--- config.mk ---
export PLATFORM = sky130hd
export DESIGN_NAME = intermed_wire_arbiter
export DESIGN_NICKNAME = d
export VERILOG_FILES = /design/src/rtl/intermed_wire_arbiter.sv
export SDC_FILE = /design/constraint.sdc
export NUM_CORES = 1
export LEC_CHECK = 0
export ABC_AREA = 1
export CAP_MARGIN = 0
export CORE_MARGIN = 2
export CORE_UTILIZATION = 40
export DETAILED_ROUTE_END_ITERATION = 8
export PLACE_DENSITY = 0.65
export SYNTH_ARGS = -nofsm -noshare
export SYNTH_HDL_FRONTEND = slang
export SYNTH_SLANG_ARGS = --single-unit
--- constraint.sdc ---
create_clock -name clk -period 2.35 [get_ports clk]
set_clock_uncertainty 0.2 [all_clocks]
set_input_delay 0.47 -clock clk [delete_from_list [all_inputs] [get_ports clk]]
set_output_delay 0.47 -clock clk [all_outputs]
set_load 0.01 [all_outputs]
--- src/rtl/intermed_wire_arbiter.sv ---
// intermed_wire_arbiter: round-robin sharing of one AND/OR evaluation unit with tagged valid/ready results
module intermed_wire_arbiter #(
    parameter int NUM_REQ = 4,
    parameter int ID_W    = 2,
    parameter int CNT_W   = 16
) (
    input  logic               clk,
    input  logic               rst,
    input  logic [NUM_REQ-1:0] req,
    input  logic [NUM_REQ-1:0] req_in_1,
    input  logic [NUM_REQ-1:0] req_in_2,
    input  logic [NUM_REQ-1:0] req_in_3,
    output logic [NUM_REQ-1:0] gnt,
    output logic               busy,
    output logic               rsp_valid,
    input  logic               rsp_ready,
    output logic [ID_W-1:0]    rsp_id,
    output logic               rsp_out_1,
    output logic               rsp_out_2,
    output logic [CNT_W-1:0]   txn_count
);
    typedef enum logic [1:0] {IDLE, GRANT, EVAL, RESP} state_t;

    state_t          state, state_nx;
    logic [ID_W-1:0] ptr, win, win_q, ptr_nx;
    logic            a_q, b_q, c_q, mid, out_1, out_2, take, done;

    // round-robin search: scan from the top offset down so the lowest offset from ptr wins
    always_comb begin
        win = '0;
        for (int k = NUM_REQ - 1; k >= 0; k--)
            if (req[(int'(ptr) + k) % NUM_REQ]) win = ID_W'((int'(ptr) + k) % NUM_REQ);
        ptr_nx = (int'(win) == NUM_REQ - 1) ? '0 : win + ID_W'(1);
    end

    // shared logic unit working on the captured operands
    always_comb begin
        mid   = a_q & b_q;
        out_1 = mid | c_q;
        out_2 = mid & b_q;
    end

    // next state and handshake qualifiers
    always_comb begin
        take     = (state == IDLE) && |req;
        done     = (state == RESP) && rsp_ready;
        state_nx = state;
        case (state)
            IDLE:    state_nx = take ? GRANT : IDLE;
            GRANT:   state_nx = EVAL;
            EVAL:    state_nx = RESP;
            default: state_nx = done ? IDLE : RESP;
        endcase
        busy = state != IDLE;
    end

    // state, capture, result and counter registers
    always_ff @(posedge clk or posedge rst) begin
        if (rst) begin
            state     <= IDLE;
            gnt       <= '0;
            ptr       <= '0;
            win_q     <= '0;
            a_q       <= 1'b0;
            b_q       <= 1'b0;
            c_q       <= 1'b0;
            rsp_valid <= 1'b0;
            rsp_id    <= '0;
            rsp_out_1 <= 1'b0;
            rsp_out_2 <= 1'b0;
            txn_count <= '0;
        end else begin
            state <= state_nx;
            gnt   <= take ? NUM_REQ'(1) << win : '0;
            if (take) begin
                win_q <= win;
                ptr   <= ptr_nx;
                a_q   <= req_in_1[win];
                b_q   <= req_in_2[win];
                c_q   <= req_in_3[win];
            end
            if (state == EVAL) begin
                rsp_out_1 <= out_1;
                rsp_out_2 <= out_2;
                rsp_id    <= win_q;
                rsp_valid <= 1'b1;
            end
            if (done) begin
                rsp_valid <= 1'b0;
                txn_count <= txn_count + CNT_W'(1);
            end
        end
    end
endmodule

==> impl_results.html, run 1 <==
<table>
<tr><th>Metric</th><th>Value</th></tr>
<tr><th colspan="2">Status</th></tr>
<tr><td>Run status</td><td>finished, final reports clean</td></tr>
<tr><th colspan="2">Synth</th></tr>
<tr><td>Mapped Avg Cell Area</td><td>8.17 um^2</td></tr>
<tr><td>Proportion of synthesized chip area in sequential cells</td><td>46.9%</td></tr>
<tr><td>Warnings from Yosys</td><td>0</td></tr>
<tr><td>Count of different cell masters after synthesis</td><td>25</td></tr>
<tr><td>Gate count of the mapped netlist</td><td>222</td></tr>
<tr><td>Flip-flop and latch count after synthesis</td><td>34</td></tr>
<tr><td>Cell area after technology mapping</td><td>1810 um^2</td></tr>
<tr><td>Number of nets in the synthesized netlist</td><td>247</td></tr>
<tr><th colspan="2">Power</th></tr>
<tr><td>Total design power</td><td>0.00283 W</td></tr>
<tr><td>Leakage power</td><td>1.31 nW</td></tr>
<tr><td>PwrDens</td><td>1140 nW/um^2</td></tr>
<tr><td>Largest vdd supply drop</td><td>0.800 mV</td></tr>
<tr><th colspan="2">Drt</th></tr>
<tr><td># DRC</td><td>0</td></tr>
<tr><td>Residual antenna-violating net count after detailed routing</td><td>0</td></tr>
<tr><td>Total vias in the final route</td><td>1,526</td></tr>
<tr><td>Iteration count of the initial detailed-routing pass</td><td>4</td></tr>
<tr><td>Starting DRT DRC Count</td><td>47</td></tr>
<tr><td>Via density</td><td>4.56</td></tr>
<tr><td>Final routed wirelength across all metal layers</td><td>3.35 mm</td></tr>
<tr><td>Wire length per cell after detailed routing</td><td>10.0 um</td></tr>
<tr><th colspan="2">Floorplan</th></tr>
<tr><td>Die Footprint</td><td>5090 um^2</td></tr>
<tr><td>Die boundary width</td><td>71.3 um</td></tr>
<tr><td>Die Y</td><td>71.3 um</td></tr>
<tr><td>Core Rows</td><td>24</td></tr>
<tr><td>Core footprint</td><td>4350 um^2</td></tr>
<tr><td>Initial core utilization</td><td>41.7%</td></tr>
<tr><td>Number of primary I/O pins</td><td>45</td></tr>
<tr><th colspan="2">Worst hold path</th></tr>
<tr><td>Hold Crit Class</td><td>reg -&gt; reg</td></tr>
<tr><th colspan="2">Critical path</th></tr>
<tr><td>Worst Setup Start Kind</td><td>flip-flop</td></tr>
<tr><td>Crit path DAT</td><td>1.55 ns</td></tr>
<tr><td>Crit-path max FO</td><td>3</td></tr>
<tr><td>Critical path endpoint category</td><td>primary output</td></tr>
<tr><td>CP Data Required Time</td><td>1.68 ns</td></tr>
<tr><td>Path type of the worst setup path</td><td>reg -&gt; out</td></tr>
<tr><th colspan="2">Clocking</th></tr>
<tr><td>Inserted Clock Buffers</td><td>5</td></tr>
<tr><td>Skew-Pair Late Insertion Delay</td><td>0.29 ns</td></tr>
<tr><td>Post-cts gate resize count</td><td>0</td></tr>
<tr><td>Clock buffer depth</td><td>2</td></tr>
<tr><td>Number of buffers inserted to repair setup after CTS</td><td>0</td></tr>
<tr><td>Number of sinks on the clock net</td><td>34</td></tr>
<tr><td>Clock-pin slew reported for the worst setup and hold paths after clock tree synthesis</td><td>0.07 ns</td></tr>
<tr><td>Number of buffers added to fix hold violations after cts</td><td>0</td></tr>
<tr><td>TritonCTS clock tree</td><td>built</td></tr>
<tr><td>Buffer type at the clock tree root</td><td>sky130_fd_sc_hd__clkbuf_8</td></tr>
<tr><td>Number of H-tree levels</td><td>2</td></tr>
<tr><th colspan="2">Final layout</th></tr>
<tr><td>Layout cells sized above 1</td><td>12.0%</td></tr>
<tr><td>Area grow syn2layout</td><td>36.4%</td></tr>
<tr><td>Antenna diode count</td><td>0</td></tr>
<tr><td>Post-layout nets</td><td>307</td></tr>
<tr><th colspan="2">Timing</th></tr>
<tr><td>Final setup TNS</td><td>0 ns</td></tr>
<tr><td>Unrepaired setup endpoints after global routing</td><td>false</td></tr>
<tr><td>Final number of hold-violating endpoints</td><td>0</td></tr>
<tr><td>Final slew viol count</td><td>0</td></tr>
<tr><td>Worst setup slack after layout</td><td>0.132 ns</td></tr>
<tr><td>Fin crit share</td><td>94.4%</td></tr>
<tr><td>Crit path time final</td><td>2.22 ns</td></tr>
<tr><td>Actual transition at the worst max-transition pin</td><td>0.402 ns</td></tr>
<tr><td>Number of failing setup endpoints in the final timing report</td><td>0</td></tr>
<tr><td>Fmax</td><td>451 MHz</td></tr>
<tr><td>Normalized max-slew margin</td><td>73.2%</td></tr>
<tr><th colspan="2">Global route</th></tr>
<tr><td>Via count of the first global-routing pass</td><td>1,454</td></tr>
<tr><td>GRT Residual Overflow</td><td>0</td></tr>
<tr><td>GRT Util Overall</td><td>14.9%</td></tr>
<tr><td>First-pass GRT wire length</td><td>5.97 mm</td></tr>
<tr><td>Number of antenna violations at the first check in global routing</td><td>0</td></tr>
<tr><td>Maximum number of pins on one net before global-route repair</td><td>35</td></tr>
<tr><th colspan="2">Place</th></tr>
<tr><td>Routability congestion estimate</td><td>0.833</td></tr>
<tr><td>Pre-CTS worst setup slack</td><td>-0.0431 ns</td></tr>
<tr><td>PortBufs</td><td>44</td></tr>
<tr><td>HPWL after detailed placement</td><td>2.61 mm</td></tr>
<tr><th colspan="2">Flow run</th></tr>
<tr><td>Total of max-cap violations</td><td>0</td></tr>
</table>
## final timing paths
| kind | from | to | slack, ns | depth (start not counted) |
|---|---|---|---|---|
| max | state[0] | busy | 0.13 | 4 |
| min | rsp_id[0] | rsp_id[0] | 0.28 | 2 |
| max reg2reg | ptr[0] | ptr[1] | 0.35 | 11 |
| min reg2reg | rsp_id[0] | rsp_id[0] | 0.28 | 2 |
| max in group asynchronous | rst | rsp_valid | 1.29 | 3 |
| min in group asynchronous | rst | txn_count[7] | 0.37 | 3 |
## synth_stat cells (all sizes together)
library cell | count | share of area (%)
nand2 | 57 | 14
inv | 44 | 9.2
dfrtp | 34 | 47
nor2 | 25 | 5.7
nand3 | 24 | 7.6
xor2 | 7 | 3.4
ha | 6 | 4.1
o21ai | 6 | 1.7
xnor2 | 6 | 2.9
nand4 | 5 | 1.7
a21oi | 3 | 0.83
a31oi | 2 | 1.0
buf | 1 | 0.62
o21a | 1 | 0.41
o22ai | 1 | 0.35
## worst max-delay path: stages, from the launching register on
cell                              delay (ns)
sky130_fd_sc_hd__dfrtp_1                0.37
sky130_fd_sc_hd__inv_1                  0.07
sky130_fd_sc_hd__ha_1                   0.19
sky130_fd_sc_hd__inv_1                  0.09
sky130_fd_sc_hd__clkdlybuf4s50_1        0.54
## logic make-up after synthesis
family	count (synthesis)	share of synthesized area [%]
compound gates	13	4.28
xor+xnor	13	6.28
fa+ha+maj	6	4.14
buf+inv	45	9.86
flops	34	46.9
simple gates	111	28.6
## placed cells by master (no fill, tap or decap), types with 3 or more instances in the layout
cell and n:
sky130_fd_sc_hd__nor2_2 4, sky130_fd_sc_hd__inv_2 4, sky130_fd_sc_hd__nand2_1 52, sky130_fd_sc_hd__inv_1 39, sky130_fd_sc_hd__xor2_1 7, sky130_fd_sc_hd__nand4_1 5
sky130_fd_sc_hd__clkbuf_8 6, sky130_fd_sc_hd__buf_4 10, sky130_fd_sc_hd__clkdlybuf4s50_1 44, sky130_fd_sc_hd__ha_1 6, sky130_fd_sc_hd__nand3_1 22, sky130_fd_sc_hd__dfrtp_1 34
sky130_fd_sc_hd__nor2_1 21, sky130_fd_sc_hd__xnor2_1 6, sky130_fd_sc_hd__o21ai_0 5, sky130_fd_sc_hd__nand2_2 3, sky130_fd_sc_hd__a21oi_1 3
## sequential cells by signal, indices dropped and copies added (netlist names)
| name | flops |
|---|---|
| gnt | 4 |
| win_q | 2 |
| b_q | 1 |
| ptr | 2 |
| rsp_out_2 | 1 |
| rsp_out_1 | 1 |
| state | 2 |
| rsp_valid | 1 |
| txn_count | 16 |
| a_q | 1 |
| rsp_id | 2 |
| c_q | 1 |
## power by group
group	total (W)	internal (W)	leakage, nW	switching [W]
Sequential	0.000929	0.000777	0.437	0.000152
Combinational	0.00146	0.000667	0.826	0.000794
Clock	0.000439	0.000236	0.0482	0.000203
Total	0.00283	0.00168	1.31	0.00115
## per-stage QoR
step | std cells | hold slack [ns] | utilization, % | area [um^2]
6_report | 335 | 0.277 | 56.8 | 2470
5_1_grt | 335 | 0.295 | 56.8 | 2470
4_1_cts | 335 | 0.281 | 56.8 | 2470
3_5_place_dp | 327 | 0.266 | 54.7 | 2380
3_3_place_gp | 327 | 0.263 | 54.7 | 2380
2_1_floorplan | 222 | 0.249 | - | 1810
## area by class of cell
| class | count | area, um^2 |
|---|---|---|
| clock buffers | 7 | 86.3 |
| clock inverters | 1 | 5.00 |
| fillers | 414 | 1880 |
| inverters | 44 | 168 |
| multi-input cells | 143 | 785 |
| flip-flops and latches | 34 | 851 |
| well taps | 52 | 65.1 |
| repair buffers | 54 | 515 |
## per-layer routing
metal | share of wire [%] | GRT usage (%) | wire (um) | vias to the layer above
met5 | 0 | 0 | 0 | -
met4 | 1.4 | 6.92 | 48 | 0
met3 | 6.5 | 4.92 | 218 | 4
met2 | 48 | 24.7 | 1630 | 49
met1 | 44 | 17.6 | 1460 | 668
li1 | - | - | - | 805
Note: power is estimated with default switching activity, not from simulation.
==> inputs of run 2 (changes only) <==
- CAP_MARGIN: 0 -> not set
==> results of run 2 <==
The final DEF is identical to that of run 1; final timing and power are the same.
